==> config.mk <==
export PLATFORM = sky130hd
export DESIGN_NAME = keypad_matrix_scanner
export DESIGN_NICKNAME = d
export VERILOG_FILES = /design/src/rtl/keypad_matrix_scanner.sv
export SDC_FILE = /design/constraint.sdc
export NUM_CORES = 1
export LEC_CHECK = 0
export ABC_AREA = 0
export CORE_AREA = 2 2 70 72
export CTS_CLUSTER_SIZE = 8
export DETAILED_ROUTE_END_ITERATION = 10
export DIE_AREA = 0 0 72 74
export GPL_TIMING_DRIVEN = 0
export PLACE_DENSITY = 0.68
export SYNTH_ARGS = -nofsm -noshare
export SYNTH_HDL_FRONTEND = slang
export SYNTH_SLANG_ARGS = --single-unit
==> constraint.sdc <==
create_clock -name clk -period 5.9 [get_ports clk]
set_input_delay 0.59 -clock clk [delete_from_list [all_inputs] [get_ports clk]]
set_output_delay 0.59 -clock clk [all_outputs]
set_load 0.05 [all_outputs]
==> src/rtl/keypad_matrix_scanner.sv <==
// keypad_matrix_scanner: scans a 4x4 active-low key matrix one column at a time,
// debounces the first key found and reports it as code/keydown/key_strobe.
// Ports: clk, rst (sync, active-high); row (async, active-low, pulled up);
//        col (one-hot active-low drive); code/keydown/key_strobe (key report);
//        scan_clk (one-cycle pulse at every row sample point).
module keypad_matrix_scanner #(
  parameter int SCAN_DIV   = 50000,
  parameter int DEBOUNCE_N = 4
) (
  input  logic       clk,
  input  logic       rst,
  input  logic [3:0] row,
  output logic [3:0] col,
  output logic [3:0] code,
  output logic       keydown,
  output logic       key_strobe,
  output logic       scan_clk
);
  localparam int            DW         = $clog2(SCAN_DIV);
  localparam logic [DW-1:0] DWELL_LAST = DW'(SCAN_DIV - 1);
  localparam logic [3:0]    DEB_LAST   = 4'(DEBOUNCE_N);

  typedef enum logic [1:0] {SCAN, DEBOUNCE, PRESSED} state_t;

  state_t        state, state_nxt;
  logic [3:0]    row_m, row_s;
  logic [DW-1:0] dwell;
  logic          sample;
  logic [3:0]    col_nxt, col_rot;
  logic [1:0]    cur_col, low_row;
  logic [1:0]    row_idx, row_idx_nxt;
  logic [1:0]    key_col, key_col_nxt;
  logic [3:0]    deb_cnt, deb_nxt, deb_inc;
  logic [3:0]    rel_cnt, rel_nxt, rel_inc;
  logic [3:0]    code_nxt;
  logic          keydown_nxt, strobe_nxt;
  logic          tracked_hi;

  assign sample     = (dwell == DWELL_LAST);
  assign scan_clk   = sample;
  assign col_rot    = {col[2:0], col[3]};
  assign deb_inc    = deb_cnt + 4'd1;
  assign rel_inc    = rel_cnt + 4'd1;
  // Only the row latched at detection is watched; other keys in the column are ignored.
  assign tracked_hi = row_s[row_idx];

  always_comb begin
    case (col)
      4'b1101: cur_col = 2'd1;
      4'b1011: cur_col = 2'd2;
      4'b0111: cur_col = 2'd3;
      default: cur_col = 2'd0;
    endcase
  end

  // Lowest active row wins when several keys share the column.
  always_comb begin
    if      (!row_s[0]) low_row = 2'd0;
    else if (!row_s[1]) low_row = 2'd1;
    else if (!row_s[2]) low_row = 2'd2;
    else                low_row = 2'd3;
  end

  always_comb begin
    state_nxt   = state;
    col_nxt     = col;
    row_idx_nxt = row_idx;
    key_col_nxt = key_col;
    deb_nxt     = deb_cnt;
    rel_nxt     = rel_cnt;
    code_nxt    = code;
    keydown_nxt = keydown;
    strobe_nxt  = 1'b0;
    if (sample) begin
      case (state)
        SCAN: begin
          if (row_s == 4'b1111) begin
            col_nxt = col_rot;
          end else begin
            row_idx_nxt = low_row;
            key_col_nxt = cur_col;
            if (DEBOUNCE_N == 1) begin
              code_nxt    = {low_row, cur_col};
              keydown_nxt = 1'b1;
              strobe_nxt  = 1'b1;
              rel_nxt     = 4'd0;
              deb_nxt     = 4'd0;
              state_nxt   = PRESSED;
            end else begin
              deb_nxt   = 4'd1;
              state_nxt = DEBOUNCE;
            end
          end
        end
        DEBOUNCE: begin
          if (!tracked_hi) begin
            if (deb_inc == DEB_LAST) begin
              code_nxt    = {row_idx, key_col};
              keydown_nxt = 1'b1;
              strobe_nxt  = 1'b1;
              rel_nxt     = 4'd0;
              deb_nxt     = 4'd0;
              state_nxt   = PRESSED;
            end else begin
              deb_nxt = deb_inc;
            end
          end else begin
            // Bounce: give up silently and move on to the next column.
            deb_nxt   = 4'd0;
            col_nxt   = col_rot;
            state_nxt = SCAN;
          end
        end
        PRESSED: begin
          if (tracked_hi) begin
            if (rel_inc == DEB_LAST) begin
              keydown_nxt = 1'b0;
              rel_nxt     = 4'd0;
              col_nxt     = col_rot;
              state_nxt   = SCAN;
            end else begin
              rel_nxt = rel_inc;
            end
          end else begin
            rel_nxt = 4'd0;
          end
        end
        default: state_nxt = SCAN;
      endcase
    end
  end

  always_ff @(posedge clk) begin
    if (rst) begin
      row_m      <= 4'b1111;
      row_s      <= 4'b1111;
      dwell      <= '0;
      state      <= SCAN;
      col        <= 4'b1110;
      row_idx    <= 2'd0;
      key_col    <= 2'd0;
      deb_cnt    <= 4'd0;
      rel_cnt    <= 4'd0;
      code       <= 4'd0;
      keydown    <= 1'b0;
      key_strobe <= 1'b0;
    end else begin
      row_m      <= row;
      row_s      <= row_m;
      // Restart on any column change so every column gets a full settle time.
      dwell      <= (sample || (col_nxt != col)) ? '0 : dwell + DW'(1);
      state      <= state_nxt;
      col        <= col_nxt;
      row_idx    <= row_idx_nxt;
      key_col    <= key_col_nxt;
      deb_cnt    <= deb_nxt;
      rel_cnt    <= rel_nxt;
      code       <= code_nxt;
      keydown    <= keydown_nxt;
      key_strobe <= strobe_nxt;
    end
  end
endmodule
Word-level counts from Yosys, hierarchy flattened
Cells that the tools add are included.
{"block": "word_totals", "input_bits": 6, "ff_bits": 48, "out_inout_bits": 11, "word_cells": 81}
{"block": "op_classes", "n_addsub": 3, "n_reduce_logical": 12, "magnitude_cmp": 1, "eq_ne": 16, "n_bitwise": 4, "n_mux": 33}
{"op": "2-to-1 mux 4 bit", "count": 12}
{"op": "adder 16 x 1 -> 16 bit, second input constant", "count": 1}
{"op": "equality test 16 bit, second input constant", "count": 1}
{"op": "case mux 4 bit (2 select lines)", "count": 2}
{"op": "2-to-1 mux 2 bit", "count": 7}
{"op": "equality test 4 x 3 -> 1 bit, second input constant", "count": 3}
{"op": "equality test 4 bit, second input constant", "count": 3}
{"op": "case mux 2 bit (3 select lines)", "count": 2}
{"op": "case mux 4 bit (3 select lines)", "count": 1}
{"op": "!= test 2 bit, second input constant", "count": 5}
{"op": "adder 4 x 1 -> 4 bit, second input constant", "count": 2}
{"op": "AND reduction 4 bit", "count": 2}
{"op": "2-to-1 mux 1 bit", "count": 7}
{"op": "AND reduction 3 bit", "count": 2}
{"op": "AND reduction 6 bit", "count": 1}
{"op": "AND reduction 5 bit", "count": 1}
{"op": "!= test 4 bit", "count": 1}
{"op": "NOT 1 bit", "count": 4}
{"op": "nonzero test 2 bit", "count": 2}
{"op": "OR reduction 4 bit", "count": 1}
{"op": "< comparator 2 x 3 -> 1 bit, second input constant", "count": 1}
{"op": "!= test 3 bit, second input constant", "count": 1}
{"op": "binary-select mux 1 bit (select 2 bit)", "count": 1}
{"op": "equality test 2 x 1 -> 1 bit, second input constant", "count": 1}
{"op": "other kinds (5)", "count": 5}

Longest topological paths before layout
Gate-level depths: netlist (run 1).
{"block": "depth", "depth_word": 9, "depth_mapped": 7, "ltp_nobuf": 7}

Worst setup path before layout (run 1)
OpenSTA, ideal clock, no wires.
{"block": "synth_path", "kind": "register -> register", "startpoint": "register dwell[0]", "endpoint": "register state[1]", "path_slack_ns": 3.595, "required_ns": 5.830, "arrival_ns": 2.234, "period_less_slack_ns": 2.305, "n_path_buf": 0, "stages_incl_launch_ff": 8, "setup_ns": 0.070, "path_cell_list": "dfxtp_1 > ha_1 > and3_1 > nand4_2 > inv_1 > nand4_1 > or4b_1 > a21oi_1"}
{"block": "synth_between", "elab_chain_cells": 2}
{"element": "start, declared", "line": "27", "source": "logic [DW-1:0] dwell;"}
{"element": "start signal, assigned", "line": "151", "source": "dwell <= (sample || (col_nxt != col)) ? '0 : dwell + DW'(1);"}
{"element": "equality test 16 bit", "line": "39", "source": "assign sample = (dwell == DWELL_LAST);"}
{"element": "via scan_clk", "line": "17", "source": "output logic scan_clk"}
{"element": "AND reduction 5 bit (no source line)"}
{"element": "end signal, assigned", "line": "152", "source": "state <= state_nxt;"}
{"element": "end, declared", "line": "25", "source": "state_t state, state_nxt;"}
The timed path passes the listed nets, and every way through them passes these cells.
A chain may end at the register's enable or synchronous reset.

Worst setup path after layout (run 1)
{"block": "layout_path", "startpoint": "register dwell[0]", "endpoint": "output scan_clk"}
{"block": "layout_between", "elab_chain_cells": 1}
{"element": "equality test 16 bit", "line": "39"}
{"element": "end, declared", "line": "17"}
Every way passes these cells.

==> impl_metrics.ini, run 1 <==
[outcome]
status = completed

[clocking]
cts_tree = built
worstSkewPairLatency_ns = 0.31
cts_buffers = 5
cts_root_buffer = clkbuf_8
hold_buffers = 0
clockBufferDepth = 2
clock_sinks = 48
post-cts-setup-buffer-count = 0
post_cts_resized = 0
cts.clk_slew.worst_paths_ns = 0.09
cts_max_level = 2

[floorplanning]
fp.dieW_um = 72
rows = 25
core-area_um2 = 4598
die_area_um2 = 5328
die_h_um = 74
start_util_pct = 47.95
ios = 17

[synthesis]
syn_nets = 256
synth.mux.area_fraction_pct = 2.838
ys_seq_area_share_pct = 43.59
syn_inst = 245
async_flop_share_pct = 0
synth-main-ff-cell = dfxtp_1
yosys_warnings = 0
synth_edf_count = 0
yosys.area_share.xor_xnor_pct = 6.356
synth_top_family_by_area = simple AND/OR/NAND/NOR gates
syn_avg_cell_area_um2 = 8.998
synth_compound_area_share_pct = 11.46
ys_seq_elements = 48
yosys.area_share.simple_pct = 31.04
synth.distinct_cells = 46
synth_fa_ha_area_share_pct = 2.838
synth.cell_area_um2 = 2205

[final_layout]
layout-drive-gt1-share_pct = 9.701
fin_nets = 278
diodes = 0
areaGrowthSynthToFinish_pct = 14.93

[power_and_ir_drop]
power_mw = 0.5852
peakVddDrop_mv = 0.2127
clockPowerShare_pct = 40.3
combPwrFrac_pct = 3.1
seqPwrFrac_pct = 56.5
p_int_mw = 0.4610
power_leakage_nw = 0.9227
switching_share_pct = 21.23
power_switching_mw = 0.1242
powerDensity_nw_per_um2 = 231.0

[global_route]
grt_max_degree = 16
grt_pass1_vias = 1743
antenna_found_initial = 0
grt_pass1_wl_mm = 7.976
track_usage_pct = 18.95
overflow = 0

[critical_path]
setup.worst_path.start_class = flop
crit_type = flop to primary output
crit_fanout = 9
critPathRequiredTime_ns = 5.31
reg2reg_setup_slack_ns = 3.47
arrival_ns = 2.56
end_kind = primary output

[placed_design]
hpwl_mm = 3.240
portBuffers = 15
gp_congestion = 0.8579
place_ws_ns = 3.079

[sta]
fin_ws_ns = 2.754
report.final.slew_viol_count = 0
finClkSkew_ns = 0.007862
finalSetupViolCount = 0
hold_viol_final = 0
tns_ns = 0
relSlewSlack_pct = 57.96
period_needed_ns = 3.146
rsz0062_at_grt = false
fmax_ghz = 0.3179
fin_crit_sh_pct = 53.32
worst_pin_slew_ns = 0.6279

[detailed_routing]
drt_iter0_drc = 146
num_vias = 1794
ant_nets = 0
drc = 0
via_per_inst = 5.571
wl_per_cell_um = 14.19
routed_wl_mm = 4.568
dr.pass1.iters = 4

[hold_path]
hp-class = flop to flop

[job]
drv_cap = 0
## stage by stage
| stage | std cells | hold WS (ns) | area [µm²] | util [%] |
|---|---|---|---|---|
| 3_5_place_dp | 314 | 0.3998 | 2422 | 52.68 |
| 6_report | 322 | 0.4174 | 2534 | 55.10 |
| 3_3_place_gp | 314 | 0.3911 | 2422 | 52.68 |
| 2_1_floorplan | 245 | 0.3895 | 2205 | - |
| 5_1_grt | 322 | 0.4352 | 2534 | 55.10 |
| 4_1_cts | 322 | 0.4219 | 2534 | 55.10 |
## critical path, stage by stage, from the launching register on
cell,delay [ns]
dfxtp_1,0.39
ha_1,0.23
and3_1,0.27
nand4_2,0.27
inv_1,0.26
clkdlybuf4s50_1,0.84
## cells by family (layout without fill, tap and decap cells)
| logic type | count (synthesis) | after routing |
|---|---|---|
| adders and majority gates | 5 | 5 |
| muxes | 5 | 5 |
| xor gates and xnor gates | 16 | 16 |
| buffers and inverters | 11 | 34 |
| AOI/OAI and AO/OA | 43 | 43 |
| DFF | 48 | 48 |
| and+or+nand+nor | 117 | 117 |
## Yosys cell counts, drive strengths merged (2+ instances only)
cell type   n  area share [%]
nand3      20             4.5
and2        2            0.62
nor2b       6             1.7
nor4        2             1.2
or4bb       2             1.0
nand2b      2            0.57
mux2i       4             1.8
a211o       2            0.79
clkbuf      6             1.0
nor3        5             1.1
nand2      19             3.2
and4bb      2             1.1
or2         8             2.3
a21oi      18             4.1
a41oi       2            0.79
ha          5             2.8
or3b        2            0.91
and3        5             1.4
o21ai      13             3.0
xor2        9             3.6
inv         4            0.68
xnor2       7             2.8
nor2       25             4.3
or4b        2             1.1
dfxtp      48              44
nand4       9             2.8
a31oi       2            0.57
## power groups by stage
stage               combinational [mW]  clock (mW)  sequential [mW]
detailed placement              0.0185           0            0.338
CTS                             0.0186       0.244            0.331
floorplan                       0.0121           0            0.338
global placement                0.0182           0            0.338
finish                          0.0184       0.236            0.331
global route                    0.0208       0.256            0.332
## path summary, 6_finish.rpt
check / startpoint / endpoint / depth (start not counted)
hold / removal: row_m[0]$_SDFF_PP1_ / row_s[0]$_SDFF_PP1_ / 1
setup / recovery: dwell[0]$_SDFF_PP0_ / scan_clk / 5
hold reg to reg: row_m[0]$_SDFF_PP1_ / row_s[0]$_SDFF_PP1_ / 1
setup reg to reg: dwell[0]$_SDFF_PP0_ / state[1]$_SDFFE_PP0P_ / 7
## per-layer routing
| layer | share of wire [%] | up-vias | GRT usage (%) | routed length, µm |
|---|---|---|---|---|
| met5 | 0 | - | 0 | 0 |
| met4 | 1.0 | 0 | 5.031 | 46 |
| met3 | 5.3 | 5 | 4.472 | 241 |
| met2 | 45 | 35 | 31.38 | 2053 |
| met1 | 49 | 834 | 25.11 | 2227 |
| li1 | - | 920 | - | - |
## flip-flops by register name (all words and copies together), names as in the netlist
| name | cells |
|---|---|
| row_idx | 2 |
| state | 2 |
| keydown | 1 |
| key_strobe | 1 |
| row_m | 4 |
| code | 4 |
| row_s | 4 |
| rel_cnt | 4 |
| col | 4 |
| dwell | 16 |
| deb_cnt | 4 |
| key_col | 2 |
## cells in the final DEF, fill, tap and decap left out, types with 6 or more instances in the layout
cell / count
nor2_1: 25
nor2b_1: 6
xnor2_1: 7
clkdlybuf4s50_1: 15
or2_2: 8
nand4_1: 8
clkbuf_1: 6
a21oi_1: 18
xor2_1: 9
o21ai_0: 13
dfxtp_1: 48
nand3_1: 20
nand2_1: 19
## layout make-up
| type | instances | area (µm²) |
|---|---|---|
| Buffer | 7 | 26.28 |
| Clock buffer | 5 | 68.82 |
| Clock inverter | 3 | 42.54 |
| Fill cell | 441 | 2064 |
| Inverter | 4 | 15.01 |
| Multi-Input combinational cell | 186 | 1202 |
| Sequential cell | 48 | 960.9 |
| Tap cell | 54 | 67.56 |
| Timing Repair Buffer | 15 | 150.1 |
(Power assumes the default switching activity.)
==> run 2: changes to the inputs <==
==> constraint.sdc (replaced) <==
create_clock -name clk -period 3 [get_ports clk]
set_input_delay 0.3 -clock clk [delete_from_list [all_inputs] [get_ports clk]]
set_output_delay 0.3 -clock clk [all_outputs]
set_load 0.05 [all_outputs]
==> run 2 against run 1 <==
  * Register-to-register slack got worse by 2.9 ns
  * Die area stayed put
  * Clock skew unchanged
  * Clock-buffer cell count unchanged
  * Largest cell class unchanged
==> impl_metrics.ini, run 2 (synthesized netlist as in run 1, its figures left out) <==
[floorplanning]
die_h_um = 74
core-area_um2 = 4598
start_util_pct = 47.95
fp.dieW_um = 72
die_area_um2 = 5328
rows = 25
ios = 17

[critical_path]
end_kind = primary output
critical_path.top_delay_family = buffers and inverters
path_cells = ha_1 > and3_1 > nand4_2 > inv_1 > dlymetal6s2s_1
setup.worst_path.start_class = flop
max_stage_delay_ns = 0.45
arrival_ns = 2.17
slowest_stage = dlymetal6s2s_1
crit_fanout = 9
critPathRequiredTime_ns = 2.70
path_buf_inv = 2
crit_type = flop to primary output

[global_route]
grt_pass1_wl_mm = 7.976
track_usage_pct = 18.95
grt_max_degree = 16
grt_pass1_vias = 1743
antenna_found_initial = 0
overflow = 0

[final_layout]
largest_register = dwell
final_common_cell = dfxtp_1
layout-drive-gt1-share_pct = 9.701
instances_no_fill = 322
diodes = 0
fin_nets = 278
largest_reg_flops = 16
final_util_pct = 55.16
layout_common_cells = dfxtp_1 (48), nor2_1 (25), nand3_1 (20), nand2_1 (19), a21oi_1 (18)
areaGrowthSynthToFinish_pct = 15.04
fin_area_um2 = 2536

[detailed_routing]
routed_wl_mm = 4.570
dr.pass1.iters = 4
wl_per_cell_um = 14.19
num_vias = 1794
ant_nets = 0
drc = 0
via_per_inst = 5.571
drt_iter0_drc = 146

[power_and_ir_drop]
seqPwrFrac_pct = 56.5
powerDensity_nw_per_um2 = 453.8
peakVddDrop_mv = 0.4183
clockPowerShare_pct = 40.3
power_mw = 1.151
power_leakage_nw = 0.9415
combPwrFrac_pct = 3.1
power_switching_mw = 0.2443
p_int_mw = 0.9067
switching_share_pct = 21.22

[clocking]
post-cts-setup-buffer-count = 0
cts_max_level = 2
cts_tree = built
clock_sinks = 48
worstSkewPairLatency_ns = 0.31
cts_buffers = 5
cts.clk_slew.worst_paths_ns = 0.08
cts_root_buffer = clkbuf_8
clockBufferDepth = 2

[sta]
whs_ns = 0.3536
finalSetupViolCount = 0
finClkSkew_ns = 0.007862
fin_ws_ns = 0.5338
period_needed_ns = 2.466
relSlewSlack_pct = 57.96
tns_ns = 0
hold_viol_final = 0
report.final.slew_viol_count = 0
rsz0062_at_grt = false
fmax_ghz = 0.4055
worst_pin_slew_ns = 0.6279
fin_crit_sh_pct = 82.21

[placed_design]
place_ws_ns = 0.4689
placed_area_um2 = 2422
gp_congestion = 0.8579
dp.cells = 314
hpwl_mm = 3.240
portBuffers = 15

[job]
drv_cap = 0

[outcome]
status = completed

[hold_path]
hp-class = input port to flop
## run 2: final timing paths
check,from,slack (ns),endpoint,cells past startpoint
worst max-delay path,dwell[0]$_SDFF_PP0_,0.53,scan_clk,5
worst min-delay path,rst,0.35,deb_cnt[2]$_SDFFE_PP0P_,2
worst max register to register,dwell[0]$_SDFF_PP0_,0.58,state[1]$_SDFFE_PP0P_,7
worst min register to register,row_m[0]$_SDFF_PP1_,0.42,row_s[0]$_SDFF_PP1_,1
## run 2: routing by layer
layer | global-route usage [%] | vias to the layer above | part of all wire (%)
li1 | - | 920 | -
met1 | 25.11 | 834 | 49
met2 | 31.38 | 35 | 45
met3 | 4.472 | 5 | 5.3
met4 | 5.031 | 0 | 1.0
met5 | 0 | - | 0
## run 2: repair_timing
| action | 4_1_cts | 5_1_grt |
|---|---|---|
| resized for setup | 0 | 1 |
| setup endpoints to repair | 0 | 1 |
| hold buffers | 0 | 0 |
## run 2: cell type report
type | count | area (µm²)
fill | 440 | 2062
multi-input combinational | 186 | 1202
sequential | 48 | 960.9
timing repair buffer | 15 | 152.6
clock buffer | 5 | 68.82
tap | 54 | 67.56
clock inverter | 3 | 42.54
buffer | 7 | 26.28
inverter | 4 | 15.01
## run 2: worst reg2reg max path: stages (launching register included)
cell     delay [ns]
dfxtp_1        0.39
ha_1           0.23
and3_1         0.27
nand4_2        0.27
inv_1          0.26
nand4_1        0.25
or4b_1         0.53
a21oi_1        0.17
## run 2: power by group through the flow
| stage | clock, mW | combinational (mW) | sequential, mW |
|---|---|---|---|
| floorplan | 0 | 0.0238 | 0.664 |
| global placement | 0 | 0.0359 | 0.665 |
| detailed placement | 0 | 0.0363 | 0.666 |
| CTS | 0.479 | 0.0367 | 0.651 |
| global route | 0.503 | 0.0409 | 0.652 |
| finish | 0.464 | 0.0362 | 0.651 |
==> run 3: changes to the inputs <==
==> constraint.sdc (replaced) <==
create_clock -name clk -period 2.48 [get_ports clk]
set_input_delay 0.248 -clock clk [delete_from_list [all_inputs] [get_ports clk]]
set_output_delay 0.248 -clock clk [all_outputs]
set_load 0.05 [all_outputs]
==> run 3 against run 2 <==
  * Non-clock buffer count unchanged
  * Clock power up 21%
  * Utilization up 0.30 points
  * Total power up 21%
  * Hold slack worse by 0.050 ns
  * Critical path depth up 1
  * Sequential power up 21%
  * Largest cell class unchanged
  * Largest power group unchanged
==> impl_metrics.ini, run 3 (synthesized netlist as in run 1, its figures left out) <==
[critical_path]
critPathRequiredTime_ns = 2.71
setup.worst_path.start_class = flop
crit_fanout = 5
arrival_ns = 2.53
worst-path-stages = 6
max_stage_delay_ns = 0.46
critical_path.top_delay_family = simple AND/OR/NAND/NOR gates
path_buf_inv = 0
r2r_cells = 6
path_cells = ha_1 > and3_1 > nand4_1 > or3_1 > or4_1 > o22ai_1
slowest_stage = or3_1
end_kind = flop
crit_type = flop to flop

[global_route]
track_usage_pct = 18.95
met2_usage_pct = 31.38
grt_pass1_vias = 1743
use_met1_pct = 25.11
grt_max_degree = 16
overflow = 0
busiest_layer = met2
grt_use_met3_pct = 4.472
antenna_found_initial = 0
grt_pass1_wl_mm = 7.976

[sta]
period_needed_ns = 2.305
fmax_ghz = 0.4338
finalSetupViolCount = 0
whs_ns = 0.3040
worst_pin_slew_ns = 0.5222
tns_ns = 0
fin_ws_ns = 0.1747
fin_crit_sh_pct = 92.96
hold_viol_final = 0
report.final.slew_viol_count = 0
finClkSkew_ns = 0.008068
relSlewSlack_pct = 65.19

[clocking]
worstSkewPairLatency_ns = 0.30
cts_tree = built
post-cts-setup-buffer-count = 0
hold_buffers = 0
post_cts_resized = 3
clockBufferDepth = 2
cts_buffers = 5
clock_sinks = 48
cts.clk_slew.worst_paths_ns = 0.08
cts_max_level = 2
cts_root_buffer = clkbuf_8

[placed_design]
place_ws_ns = 0.0008547
portBuffers = 15
hpwl_mm = 3.240
placed_area_um2 = 2422
dp.cells = 314
gp_congestion = 0.8579

[power_and_ir_drop]
combPwrFrac_pct = 3.2
power_mw = 1.393
seqPwrFrac_pct = 56.5
powerDensity_nw_per_um2 = 546.2
power_leakage_nw = 0.9272
power_switching_mw = 0.2959
switching_share_pct = 21.25
clockPowerShare_pct = 40.3
peakVddDrop_mv = 0.5059
p_int_mw = 1.097

[floorplanning]
rows = 25
die_h_um = 74
start_util_pct = 47.95
fp.dieW_um = 72
core-area_um2 = 4598
ios = 17
die_area_um2 = 5328

[final_layout]
largest_register = dwell
final_util_pct = 55.46
fin_area_um2 = 2550
final_common_cell = dfxtp_1
layout_common_cells = dfxtp_1 (48), nor2_1 (25), nand3_1 (20), nand2_1 (19), a21oi_1 (18)
largest_reg_flops = 16
instances_no_fill = 322
diodes = 0
areaGrowthSynthToFinish_pct = 15.66
fillCellCount = 438
fin_nets = 278
layout-drive-gt1-share_pct = 10.45

[detailed_routing]
dr.pass1.iters = 4
routed_wl_mm = 4.631
drt_iter0_drc = 141
drc = 0
wl_per_cell_um = 14.38
num_vias = 1818
via_per_inst = 5.646
ant_nets = 0

[hold_path]
min_path_cells = 2
hp-class = input port to flop

[outcome]
status = completed

[job]
drv_cap = 0
==> run 3: power by group through the flow <==
stage	sequential [mW]	clock, mW	combinational [mW]
after floorplan	0.803	0	0.0288
after global placement	0.804	0	0.0434
after detailed placement	0.805	0	0.0439
after CTS	0.787	0.579	0.0443
after global routing	0.789	0.608	0.0498
final	0.787	0.561	0.0443
==> run 3: metal layers <==
metal	part of all wire, %	vias up
met5	0	-
met4	0.97	0
met3	4.9	5
met2	46	36
met1	48	854
li1	-	923
==> run 3: area by class of cell <==
type	count	area (µm²)	area share [%]
multi-input cells	186	1217	47.74
flip-flops and latches	48	960.9	37.68
repair buffers	15	151.4	5.937
clock buffers	5	68.82	2.699
well taps	54	67.56	2.650
clock inverters	3	42.54	1.668
plain buffers	7	26.28	1.030
inverters	4	15.01	0.5888
==> run 3: path summary, 6_finish.rpt <==
check / to / slack [ns] / from
max: deb_cnt[3]$_SDFFE_PP0P_ / 0.17 / dwell[0]$_SDFF_PP0_
min: deb_cnt[2]$_SDFFE_PP0P_ / 0.30 / rst
max reg2reg: deb_cnt[3]$_SDFFE_PP0P_ / 0.17 / dwell[0]$_SDFF_PP0_
min reg2reg: row_s[0]$_SDFF_PP1_ / 0.42 / row_m[0]$_SDFF_PP1_
